[config.mk]
export PLATFORM = sky130hd
export DESIGN_NAME = averager_ctrl
export DESIGN_NICKNAME = d
export VERILOG_FILES = /design/src/rtl/averager_ctrl_pkg.sv /design/src/rtl/averager_ctrl_skid.sv /design/src/rtl/averager_ctrl.sv
export SDC_FILE = /design/constraint.sdc
export NUM_CORES = 1
export LEC_CHECK = 0
export CAP_MARGIN = 20
export CORE_AREA = 4 4 149 151
export CTS_CLUSTER_DIAMETER = 100
export DETAILED_ROUTE_END_ITERATION = 7
export DIE_AREA = 0 0 153 155
export GPL_TIMING_DRIVEN = 0
export HOLD_SLACK_MARGIN = 0.02
export MAX_ROUTING_LAYER = met4
export PLACE_DENSITY = 0.8
export SLEW_MARGIN = 20
export SYNTH_ARGS = -nofsm -noshare
export SYNTH_HDL_FRONTEND = slang
export SYNTH_SLANG_ARGS = --single-unit
[constraint.sdc]
create_clock -name clk -period 4.1 [get_ports clk]
set_input_delay 0.41 -clock clk [delete_from_list [all_inputs] [get_ports clk]]
set_output_delay 0.41 -clock clk [all_outputs]
set_load 0.005 [all_outputs]
[src/rtl/averager_ctrl_pkg.sv]
// Shared definitions for the averager controller: FSM encoding, error codes
// and the number of cycles the averager is held in reset before acquisition.
package averager_ctrl_pkg;

    typedef enum logic [2:0] {
        ST_IDLE = 3'd0,
        ST_ARM  = 3'd1,
        ST_ACQ  = 3'd2,
        ST_READ = 3'd3,
        ST_DONE = 3'd4
    } state_t;

    localparam logic [1:0] ERR_NONE    = 2'b00;
    localparam logic [1:0] ERR_CFG     = 2'b01;
    localparam logic [1:0] ERR_TIMEOUT = 2'b10;

    localparam int ARM_CYCLES = 2;

endpackage

[src/rtl/averager_ctrl_skid.sv]
// Two-entry readout buffer between the BRAM read port and the AXI-Stream
// output. Slot 0 drives the stream; slot 1 catches a word that arrives while
// slot 0 is stalled. The issuer upstream guarantees it never overfills.
module avg_readout_skid
    import averager_ctrl_pkg::*;
#(
    parameter int DATA_WIDTH = 32
) (
    input  logic                  clk,
    input  logic                  reset,
    input  logic                  i_flush,
    input  logic                  i_wr_en,
    input  logic [DATA_WIDTH-1:0] i_wr_data,
    input  logic                  i_wr_last,
    output logic [1:0]            o_count,
    output logic [DATA_WIDTH-1:0] o_tdata,
    output logic                  o_tvalid,
    input  logic                  i_tready,
    output logic                  o_tlast
);

    logic                  r_vld0;
    logic                  r_vld1;
    logic [DATA_WIDTH-1:0] r_data0;
    logic [DATA_WIDTH-1:0] r_data1;
    logic                  r_last0;
    logic                  r_last1;

    logic w_pop;
    logic w_load0;
    logic w_wr1;

    assign w_pop   = r_vld0 & i_tready;
    // Slot 0 takes a new word whenever it is empty or its word is leaving.
    assign w_load0 = w_pop | ~r_vld0;
    // An incoming word lands in slot 1 if slot 0 stays put or slot 1 is moving down.
    assign w_wr1   = i_wr_en & (~w_load0 | r_vld1);

    assign o_count  = {1'b0, r_vld0} + {1'b0, r_vld1};
    assign o_tvalid = r_vld0;
    assign o_tdata  = r_data0;
    assign o_tlast  = r_vld0 & r_last0;

    // Occupancy flags: the only buffer state cleared by reset or flush.
    always_ff @(posedge clk or posedge reset) begin
        if (reset) begin
            r_vld0 <= 1'b0;
            r_vld1 <= 1'b0;
        end else if (i_flush) begin
            r_vld0 <= 1'b0;
            r_vld1 <= 1'b0;
        end else if (w_load0) begin
            r_vld0 <= r_vld1 | i_wr_en;
            r_vld1 <= r_vld1 & i_wr_en;
        end else begin
            r_vld1 <= r_vld1 | i_wr_en;
        end
    end

    // Word storage; meaningless unless the matching valid flag is set.
    always_ff @(posedge clk) begin
        if (w_load0) begin
            if (r_vld1) begin
                r_data0 <= r_data1;
                r_last0 <= r_last1;
            end else begin
                r_data0 <= i_wr_data;
                r_last0 <= i_wr_last;
            end
        end
        if (w_wr1) begin
            r_data1 <= i_wr_data;
            r_last1 <= i_wr_last;
        end
    end

endmodule

[src/rtl/averager_ctrl.sv]
// Controller around a hardware trace averager: arms it, gates triggers during
// acquisition with an optional per-trigger timeout, then streams the averaged
// trace out of BRAM over AXI-Stream at one word per cycle.
module averager_ctrl
    import averager_ctrl_pkg::*;
#(
    parameter int ADDR_WIDTH = 32,
    parameter int DATA_WIDTH = 32
) (
    input  logic                  clk,
    input  logic                  reset,
    input  logic                  start,
    input  logic                  abort,
    input  logic [15:0]           nsamples_cfg,
    input  logic [31:0]           naverages_cfg,
    input  logic [31:0]           timeout_cfg,
    input  logic                  trig_in,
    input  logic                  avg_finished,
    output logic                  avg_reset,
    output logic                  avg_trig,
    output logic [15:0]           avg_nsamples,
    output logic [31:0]           avg_naverages,
    output logic [ADDR_WIDTH-1:0] bram_addr,
    output logic                  bram_en,
    input  logic [DATA_WIDTH-1:0] bram_rdata,
    output logic [DATA_WIDTH-1:0] m_axis_tdata,
    output logic                  m_axis_tvalid,
    input  logic                  m_axis_tready,
    output logic                  m_axis_tlast,
    output logic                  busy,
    output logic                  done,
    output logic [1:0]            error
);

    localparam logic [1:0] ARM_LAST = 2'(ARM_CYCLES - 1);

    state_t                r_state;
    logic [15:0]           r_nsamples;
    logic [31:0]           r_naverages;
    logic [1:0]            r_arm_cnt;
    logic [31:0]           r_to_cnt;
    logic                  r_trig_d;
    logic [ADDR_WIDTH-1:0] r_rd_idx;
    logic                  r_avg_reset;
    logic                  r_busy;
    logic                  r_done;
    logic [1:0]            r_error;
    logic                  r_vld_p1;
    logic                  r_last_p1;

    state_t                w_state_nxt;
    logic                  w_cfg_ok;
    logic                  w_trig_rise;
    logic [31:0]           w_to_next;
    logic                  w_timeout;
    logic [ADDR_WIDTH-1:0] w_n_ext;
    logic                  w_issue;
    logic                  w_issue_last;
    logic                  w_pop;
    logic                  w_pop_last;
    logic [1:0]            w_buf_cnt;
    logic [2:0]            w_occ;

    assign w_cfg_ok     = (nsamples_cfg != 16'd0) && (naverages_cfg != 32'd0);
    assign w_trig_rise  = trig_in & ~r_trig_d;
    assign w_to_next    = r_to_cnt + 32'd1;
    assign w_timeout    = !w_trig_rise && (timeout_cfg != 32'd0) && (w_to_next == timeout_cfg);
    assign w_n_ext      = ADDR_WIDTH'(r_nsamples);
    assign w_pop        = m_axis_tvalid & m_axis_tready;
    assign w_pop_last   = w_pop & m_axis_tlast;

    // Words that will still occupy the buffer after this cycle's handshake,
    // plus the read already in flight; a new read may only be issued when that
    // leaves room for it even if the consumer stalls from here on.
    assign w_occ        = {2'b00, r_vld_p1} + {1'b0, w_buf_cnt} - {2'b00, w_pop};
    assign w_issue      = (r_state == ST_READ) && !abort && (r_rd_idx < w_n_ext) && (w_occ < 3'd2);
    assign w_issue_last = (r_rd_idx + ADDR_WIDTH'(1)) == w_n_ext;

    assign bram_en       = w_issue;
    assign bram_addr     = r_rd_idx << 2;
    assign avg_trig      = (r_state == ST_ACQ) & trig_in;
    assign avg_reset     = r_avg_reset;
    assign avg_nsamples  = r_nsamples;
    assign avg_naverages = r_naverages;
    assign busy          = r_busy;
    assign done          = r_done;
    assign error         = r_error;

    // Next-state decode; abort overrides everything, including a same-cycle start.
    always_comb begin
        w_state_nxt = r_state;
        if (abort) begin
            w_state_nxt = ST_IDLE;
        end else begin
            case (r_state)
                ST_IDLE, ST_DONE: if (start && w_cfg_ok) w_state_nxt = ST_ARM;
                ST_ARM:           if (r_arm_cnt == ARM_LAST) w_state_nxt = ST_ACQ;
                ST_ACQ: begin
                    if (avg_finished)   w_state_nxt = ST_READ;
                    else if (w_timeout) w_state_nxt = ST_IDLE;
                end
                ST_READ:          if (w_pop_last) w_state_nxt = ST_DONE;
                default:          w_state_nxt = ST_IDLE;
            endcase
        end
    end

    // Control FSM: state, latched config, counters and registered status outputs.
    always_ff @(posedge clk or posedge reset) begin
        if (reset) begin
            r_state     <= ST_IDLE;
            r_nsamples  <= 16'd0;
            r_naverages <= 32'd0;
            r_arm_cnt   <= 2'd0;
            r_to_cnt    <= 32'd0;
            r_trig_d    <= 1'b0;
            r_rd_idx    <= '0;
            r_avg_reset <= 1'b1;
            r_busy      <= 1'b0;
            r_done      <= 1'b0;
            r_error     <= ERR_NONE;
        end else begin
            r_state     <= w_state_nxt;
            r_avg_reset <= !((w_state_nxt == ST_ACQ) || (w_state_nxt == ST_READ));
            r_busy      <= (w_state_nxt == ST_ARM) || (w_state_nxt == ST_ACQ) ||
                           (w_state_nxt == ST_READ);
            r_trig_d    <= trig_in;
            if (!abort) begin
                case (r_state)
                    ST_IDLE, ST_DONE: begin
                        if (start) begin
                            if (!w_cfg_ok) begin
                                r_error <= ERR_CFG;
                            end else begin
                                r_nsamples  <= nsamples_cfg;
                                r_naverages <= naverages_cfg;
                                r_error     <= ERR_NONE;
                                r_done      <= 1'b0;
                                r_arm_cnt   <= 2'd0;
                                r_rd_idx    <= '0;
                            end
                        end
                    end
                    ST_ARM: begin
                        r_arm_cnt <= r_arm_cnt + 2'd1;
                        r_to_cnt  <= 32'd0;
                    end
                    ST_ACQ: begin
                        if (w_timeout && !avg_finished) r_error <= ERR_TIMEOUT;
                        r_to_cnt <= w_trig_rise ? 32'd0 : w_to_next;
                    end
                    ST_READ: begin
                        if (w_issue)    r_rd_idx <= r_rd_idx + ADDR_WIDTH'(1);
                        if (w_pop_last) r_done   <= 1'b1;
                    end
                    default: ;
                endcase
            end
        end
    end

    // Read-issue stage -> BRAM data stage: tags the word returning next cycle.
    always_ff @(posedge clk or posedge reset) begin
        if (reset) begin
            r_vld_p1  <= 1'b0;
            r_last_p1 <= 1'b0;
        end else begin
            r_vld_p1  <= w_issue;
            r_last_p1 <= w_issue_last;
        end
    end

    avg_readout_skid #(
        .DATA_WIDTH (DATA_WIDTH)
    ) u_skid (
        .clk       (clk),
        .reset     (reset),
        .i_flush   (abort),
        .i_wr_en   (r_vld_p1),
        .i_wr_data (bram_rdata),
        .i_wr_last (r_last_p1),
        .o_count   (w_buf_cnt),
        .o_tdata   (m_axis_tdata),
        .o_tvalid  (m_axis_tvalid),
        .i_tready  (m_axis_tready),
        .o_tlast   (m_axis_tlast)
    );

endmodule

After elaboration in Yosys (flattened, before gate mapping)

Index checks and enable logic that the tools add are counted.

Flip-flop bits (word level): 193
Input bits: 119
Output and inout port bits: 121
Logic and storage cells: 117

Add/subtract/negate cells: 6
$lt $le $gt $ge: 2
Equal/unequal tests: 15
Muxes and demuxes: 30
Bitwise operators: 14
Reduce and logical (&&, ||, !) cells: 31

Operator list:

| kind                  | count |
|---|---|
| $mux 32               | 5 |
| $pmux 32 s2           | 2 |
| $add 32x1->32 const B | 2 |
| $reduce_bool 32->1    | 2 |
| $eq 32x16->1          | 1 |
| $eq 32x32->1          | 1 |
| $lt 32x16->1          | 1 |
| $mux 3                | 6 |
| $reduce_bool 16->1    | 1 |
| $eq 3x2->1 const B    | 4 |
| $pmux 3 s4            | 1 |
| $reduce_and 4->1      | 3 |
| $reduce_and 5->1      | 2 |
| $reduce_bool 2->1     | 5 |
| $mux 1                | 9 |
| $logic_and 1x1->1     | 8 |
| $mux 2                | 4 |
| $ne 2x2->1 const B    | 4 |
| $pmux 2 s2            | 2 |
| $and 1x1->1           | 7 |
| $eq 3x1->1 const B    | 2 |
| $logic_not 1->1       | 4 |
| $not 1->1             | 4 |
| $add 1x2->3           | 1 |
| other kinds (13)      | 17 |

Logic depth before layout (Yosys ltp)

Gate-level depths: netlist of run 1.

Word-level depth: 12
Depth in mapped cells: 13
Mapped depth without buffers: 11

By module

Synthesis of run 1 repeated with hierarchy kept, for this count alone.

Cell total of the unflattened synthesis: 999
Area, all modules: 10684.0 um^2

Modules (own cells, without submodules):

| module           | times used | cells an instance | area each (um^2) | sequential area each (um^2) |
|---|---|---|---|---|
| averager_ctrl    | 1          | 883               | 8054.0           | 3129.3 |
| avg_readout_skid | 1          | 116               | 2630.0           | 2031.9 |

Worst setup path after synthesis of run 1

OpenSTA, ideal clock, no wires.

Path kind: flip-flop to flip-flop
From: register u_skid.r_vld1
To: register r_rd_idx[11]
Library setup time: 79 ps
Arrival time: 3010 ps
Data required time: 4021 ps
Slack: 1011 ps
Cell stages (with the launch flop): 14
Buffers on the path: 3
Clock period less this slack: 3089 ps
Path through: dfrtp_1 clkbuf_1 clkbuf_1 inv_1 ha_1 inv_1 ha_1 a21oi_1 xnor2_1 nor4_1 a21boi_1 clkbuf_1 nand2_1 mux2i_1

Cells in the longest elaborated chain, start to end: 7

Ends and longest elaborated chain:

| element                    | line                     | source |
|---|---|---|
| from (decl)                | averager_ctrl_skid.sv:23 | `logic r_vld1;` |
| from (signal assigned)     | averager_ctrl_skid.sv:54 | `r_vld1 <= r_vld1 & i_wr_en;` |
| from (signal assigned)     | averager_ctrl_skid.sv:56 | `r_vld1 <= r_vld1 \| i_wr_en;` |
| $add 1x1->2                | averager_ctrl_skid.sv:39 | `assign o_count = {1'b0, r_vld0} + {1'b0, r_vld1};` |
| $add 1x2->3                | averager_ctrl.sv:75      | `assign w_occ = {2'b00, r_vld_p1} + {1'b0, w_buf_cnt} - {2'b00, w_pop};` |
| $sub 3x1->3                | averager_ctrl.sv:75      |  |
| $lt 3x2->1                 | averager_ctrl.sv:76      | `assign w_issue = (r_state == ST_READ) && !abort && (r_rd_idx < w_n_ext) && (w_occ < 3'd2);` |
| $logic_and 1x1->1          | averager_ctrl.sv:76      |  |
| $ne 2x2->1 (no line)       | n/a                      |  |
| $reduce_and 5->1 (no line) | n/a                      |  |
| to (signal assigned)       | averager_ctrl.sv:153     | `if (w_issue) r_rd_idx <= r_rd_idx + ADDR_WIDTH'(1);` |
| to (decl)                  | averager_ctrl.sv:43      | `logic [ADDR_WIDTH-1:0] r_rd_idx;` |

Every way passes these cells.
A chain may end at the register's enable or synchronous reset.

Worst setup path after layout of run 1

From: register r_rd_idx[9]
To: output port bram_en

Cells in the longest elaborated chain, start to end: 3

Ends and longest elaborated chain:

| element                         | line                | source |
|---|---|---|
| $lt 32x16->1                    | averager_ctrl.sv:76 |  |
| $logic_and 1x1->1 (2 in series) | averager_ctrl.sv:76 |  |
| to (decl)                       | averager_ctrl.sv:24 | `output logic bram_en,` |

Every way passes these cells.

==> results.cfg, run 1 <==
[timing]
timing.final.crit_share_pct = 95.6
fin_ws_ns = 0.180
min_period_ns = 3.92
grt_setup_unrepaired = false
hold_violations = 0
tightest_slew_ns = 0.977
timing.fmax_mhz = 255
slew_headroom_pct = 34.3
skew_ns = 0.0163
hold_ws_ns = 0.355
finalMaxSlewViolations = 0
setup_violations = 0

[run_status]
outcome = finished, final reports clean

[drt]
first_pass_iters = 5
drt-initial-drc-count = 707
wl_per_cell_um = 18.2
viasPerCell = 5.72
routed_wl_um = 29300
ant_nets = 0
drc_errors = 0
via_count = 9226

[setup_path]
crit_type = flop to primary output
cp.arrival_ns = 3.51
startpoint_type = flop
worst_ep_required_time_ns = 3.69
path_max_fanout = 7
end_kind = primary output

[synth]
syn_inst = 1067
ys.flop_type = dfrtp_1
yosys.area.top_type = dfrtp_1
synth-edff-count = 66
async_reset_ff_share_pct = 65.8
netlist_area_sq_um = 10500
netlist.area_leader.share_pct = 30.2
synth.avg_cell_area_sq_um = 9.80
synth_area_leaders = dfrtp_1, edfxtp_1, nand2_1
ys_seq_area_share_pct = 49.4
ys_warn_count = 0
yosys.cell_types.count = 73
synth-seq-cells = 193

[power_and_ir_drop]
seqPwrFrac_pct = 42.9
combPwrFrac_pct = 25.0
power_switching_mw = 1.76
p_per_area_nw_per_um2 = 402
pwr-share-clk_pct = 32.1
p_leak_nw = 5.83
intPower_mw = 3.83
switching_share_pct = 31.5
vdd_drop_max_mv = 0.311

[global_route]
grt_usage_pct = 25.0
grt_pass1_vias = 8954
grt_antenna_before_repair = 0
grt_pass1_wl_um = 46800
grt_overflow = 0
grt_max_degree = 85

[clock_network]
cts_tree = built
htree_levels = 4
hold_buffers = 0
post_cts_buffers = 0
clock_path_buffers = 2
clock-sinks = 193
clk-insertion-delay-late_ns = 0.45
clk_pin_slew_ns = 0.08
numCtsBuffers = 17
root_buffer = clkbuf_16

[final_layout]
antennaDiodeCount = 0
drive_above_1_share_pct = 10.5
syn2layout_area_growth_pct = 32.9
layoutNonFillerInstCount = 1614
nets = 1466
mostFrequentLayoutCells = clkdlybuf4s50_1, nand2_1, dfrtp_1
final_common_cell = clkdlybuf4s50_1
fin_util_pct = 66.7

[place]
port_buffers = 237
post-place-ws_ns = 0.0531
gp_congestion = 0.936
dpl.cell_count = 1582
post-dp-hpwl_um = 22000

[floorplan]
dieWidth_um = 153
core_sq_um = 20800
fp.dieH_um = 155
dieArea_sq_um = 23700
start_util_pct = 50.2
row_count = 53
pin_count = 240

[worst_hold_path]
min_path_type = input pin to asynchronous set/reset pin

[job]
cap_violations = 0
metrics by stage:
| stage | cell area, sq um | power, mW | TNS, ns |
|---|---|---|---|
| after floorplan | 10500 | 3.03 | 0 |
| after global placement | 13200 | 3.78 | -212.50 |
| after detailed placement | 13200 | 3.82 | 0 |
| after CTS | 13900 | 5.62 | 0 |
| after global routing | 13900 | 5.86 | 0 |
| final | 13900 | 5.59 | 0 |
layer usage:
metal	GRT usage, %	share of wire (%)	vias up
met5	-	0	-
met4	6.87	1.9	0
met3	5.34	7.3	45
met2	39.6	48	387
met1	32.9	43	4468
li1	-	-	4326
power groups by stage:
stage / combinational, mW / sequential [mW] / clock (mW)
finish: 1.40 / 2.40 / 1.79
global route: 1.53 / 2.43 / 1.91
CTS: 1.40 / 2.40 / 1.82
detailed placement: 1.39 / 2.43 / 0
global placement: 1.36 / 2.43 / 0
floorplan: 0.603 / 2.43 / 0
cells in the mapped netlist, types with 3 or more instances:
cell       number
nor4_1         30
a22o_1          5
nand2_1       184
xor2_1         23
clkbuf_1       39
a21o_1          8
nor3_1         22
inv_1          31
a22oi_1         3
o22ai_1         5
nand3b_1        3
nor2_1         69
o21a_1          5
buf_4          32
a32oi_1         3
nand2b_1        5
and3_1         27
dfrtp_1       126
edfxtp_1       66
o31ai_1        15
o21ai_0        83
nand4_1        20
xnor2_1        41
a21oi_1        26
or2_2           3
mux2i_1        11
ha_1           21
and2_1          8
nand3_1        33
or3_1           3
and4_1          3
buf_2           5
or4_1           5
o2111ai_1       3
mux2_2         34
nor2b_1         7
a211oi_1        6
a31oi_1        13
final cells by class:
class	instances	area [sq um]
flip-flops and latches	193	5160
well taps	275	344
fillers	1614	6930
multi-input cells	766	4780
clock buffers	17	425
plain buffers	78	423
clock inverters	15	215
inverters	31	124
repair buffers	239	2420
flip-flops by register name, summed over array words and instances, names as in the netlist, 2 cells and up:
name	count
avg_naverages	32
avg_nsamples	16
error	2
r_arm_cnt	2
r_rd_idx	32
r_state	3
r_to_cnt	32
u_skid.o_tdata	32
u_skid.r_data1	32
critical path, cell delays in order (launching register included):
cell and delay [ns]:
dfrtp_1 0.49, ha_1 0.34, a21o_1 0.18, a21o_1 0.17, a2111oi_1 0.61, nand3b_1 0.30, a211oi_2 0.41, clkdlybuf4s50_1 0.58
cells by family (layout without fill, tap and decap cells):
group / Yosys count / count (layout) / synth area share (%)
xor+xnor: 64 / 64 / 5.36
simple gates: 441 / 441 / 21.2
flops: 193 / 193 / 49.4
fa+ha+maj: 21 / 21 / 2.51
mux: 45 / 45 / 4.71
compound gates: 193 / 193 / 11.7
buf+inv: 109 / 380 / 5.13
other cells: 1 / 2 / 0.0359
what timing repair did:
action,CTS,global route
resized for setup,2,5
endpoints found under the setup margin,2,8
gates cloned,0,0
worst paths after layout:
check / startpoint / endpoint / slack [ns] / cells after the start
min in group clk: r_last_p1 / u_skid.r_last1 / 0.46 / 0
max in group asynchronous: reset / r_rd_idx[16] / 2.99 / 3
min: reset / avg_naverages[3] / 0.35 / 2
max reg2reg: u_skid.r_vld1 / r_rd_idx[2] / 0.48 / 13
max: r_rd_idx[9] / bram_en / 0.18 / 7
min reg2reg: r_last_p1 / u_skid.r_last1 / 0.46 / 0
No activity file was read; power rests on OpenSTA's default activity.
==> run 2: changes to the inputs <==
CORE_AREA = 4 4 150 152   (was 4 4 149 151)
DIE_AREA = 0 0 154 156   (was 0 0 153 155)
PLACE_DENSITY = 0.79   (was 0.8)
==> results.cfg, run 2 (synthesized netlist as in run 1, its figures left out) <==
[drt]
drt-initial-drc-count = 827
wl_per_cell_um = 18.0
first_pass_iters = 5
viasPerCell = 5.62
routed_wl_um = 29100
via_count = 9067
ant_nets = 0
drc_errors = 0

[final_layout]
fillers = 1695
nets = 1465
syn2layout_area_growth_pct = 32.8
fin_util_pct = 66.0
antennaDiodeCount = 0
layoutNonFillerInstCount = 1613
mostFrequentLayoutCells = clkdlybuf4s50_1, nand2_1, dfrtp_1
postLayoutCellArea_sq_um = 13900
final_common_cell = clkdlybuf4s50_1
drive_above_1_share_pct = 10.4

[setup_path]
worst_ep_required_time_ns = 3.69
end_kind = primary output
crit_type = flop to primary output
cp.arrival_ns = 3.50
cpMostUsedCell = a21o_1
slowest_stage = a2111oi_1
path_cells = ha_1 > a21o_1 > a21o_1 > a2111oi_1 > nand3b_1 > a211oi_2 > clkdlybuf4s50_1
crit_start = r_rd_idx[9]
crit_family = compound AO/OA/AOI/OAI gates
startpoint_type = flop
cpPeakStageDelay_ns = 0.61
crit_buf_inv = 1
path_max_fanout = 7
rr_startpoint = u_skid.r_vld1

[power_and_ir_drop]
vdd_drop_max_mv = 0.289
combPwrFrac_pct = 25.1
finalPower_mw = 5.54
switching_share_pct = 31.1
p_leak_nw = 5.83
power_switching_mw = 1.72
pwr-share-clk_pct = 31.5
intPower_mw = 3.82
p_per_area_nw_per_um2 = 399
seqPwrFrac_pct = 43.4

[clock_network]
hold_buffers = 0
clk-insertion-delay-late_ns = 0.44
cts_tree = built
htree_levels = 4
clk_pin_slew_ns = 0.08
numCtsBuffers = 17
root_buffer = clkbuf_16
clock-sinks = 193
clock_path_buffers = 2
post_cts_buffers = 0

[timing]
slew_headroom_pct = 43.7
tightest_slew_ns = 0.837
timing.final.crit_share_pct = 95.3
hold_violations = 0
min_period_ns = 3.91
timing.fmax_mhz = 256
skew_ns = 0.0106
setup_violations = 0
finalMaxSlewViolations = 0
hold_ws_ns = 0.354
grt_setup_unrepaired = false

[floorplan]
row_count = 53
dieWidth_um = 154
start_util_pct = 49.7
dieArea_sq_um = 24000
fp.dieH_um = 156
pin_count = 240
core_sq_um = 21000

[place]
port_buffers = 237
post-dp-hpwl_um = 22000
placed_area_sq_um = 13200
gp_congestion = 0.931
dpl.cell_count = 1582

[global_route]
grt_max_degree = 88
grt_pass1_wl_um = 46200
grt_overflow = 0
grt_usage_pct = 24.5
grt_antenna_before_repair = 0
grt_pass1_vias = 8717

[run_status]
outcome = finished, final reports clean

[worst_hold_path]
min_path_type = input pin to asynchronous set/reset pin

[job]
cap_violations = 0
==> run 2: power groups by stage <==
stage	combinational, mW	clock (mW)	sequential, mW
after floorplan	0.603	0	2.43
after global placement	1.35	0	2.43
after detailed placement	1.39	0	2.44
after CTS	1.40	1.78	2.41
after global routing	1.52	1.86	2.44
final	1.39	1.74	2.40
==> run 2: final timing paths <==
path                                  end  slack (ns)  cells past startpoint
setup reg to reg             r_rd_idx[12]        0.54                     12
hold / removal               r_to_cnt[13]        0.35                      2
min in group clk           u_skid.r_last1        0.46                      0
hold reg to reg            u_skid.r_last1        0.46                      0
max in group asynchronous       avg_reset        3.00                      3
setup / recovery                  bram_en        0.19                      7
==> run 2: area by class of cell <==
class                      instances  area [sq um]  share of cell area [%]
timing repair buffer             239          2430                    17.5
inverter                          31           124                   0.892
multi-input combinational        766          4780                    34.4
buffer                            77           418                    3.01
clock buffer                      17           425                    3.06
tap                              275           344                    2.48
sequential                       193          5160                    37.2
clock inverter                    15           204                    1.47
==> run 2: worst reg2reg max path, delay by kind of cell (launching register included) <==
| kind | cells | cell delay (ns) |
|---|---|---|
| fa+ha+maj | 2 | 0.55 |
| compound gates | 2 | 0.65 |
| mux | 1 | 0.15 |
| xor+xnor | 1 | 0.14 |
| buf+inv | 4 | 0.92 |
| flops | 1 | 0.64 |
| simple gates | 2 | 0.42 |
==> run 2: repair_timing <==
item	4_1_cts	5_1_grt
endpoints found under the setup margin	3	11
pin swaps	0	0
gates resized for setup	2	3
==> run 2: per-stage QoR <==
stage | TNS, ns | setup WS [ns]
after floorplan | 0 | 0.307
after global placement | -212.29 | -1.70
after detailed placement | 0 | 0.00598
after CTS | 0 | 0.0347
after global routing | 0 | 0.00682
final | 0 | 0.193
==> run 2: per-layer routing <==
| layer | wire length (um) | global-route usage, % | vias up |
|---|---|---|---|
| li1 | - | - | 4311 |
| met1 | 12800 | 32.7 | 4322 |
| met2 | 13900 | 39.1 | 387 |
| met3 | 1990 | 4.58 | 47 |
| met4 | 461 | 6.10 | 0 |
| met5 | 0 | - | - |
==> run 3: changes to the inputs <==
CAP_MARGIN = 10   (was 20)
TNS_END_PERCENT = 30   (was not set)
==> results of run 3 <==
The final DEF is identical to that of run 2; final timing and power are the same.
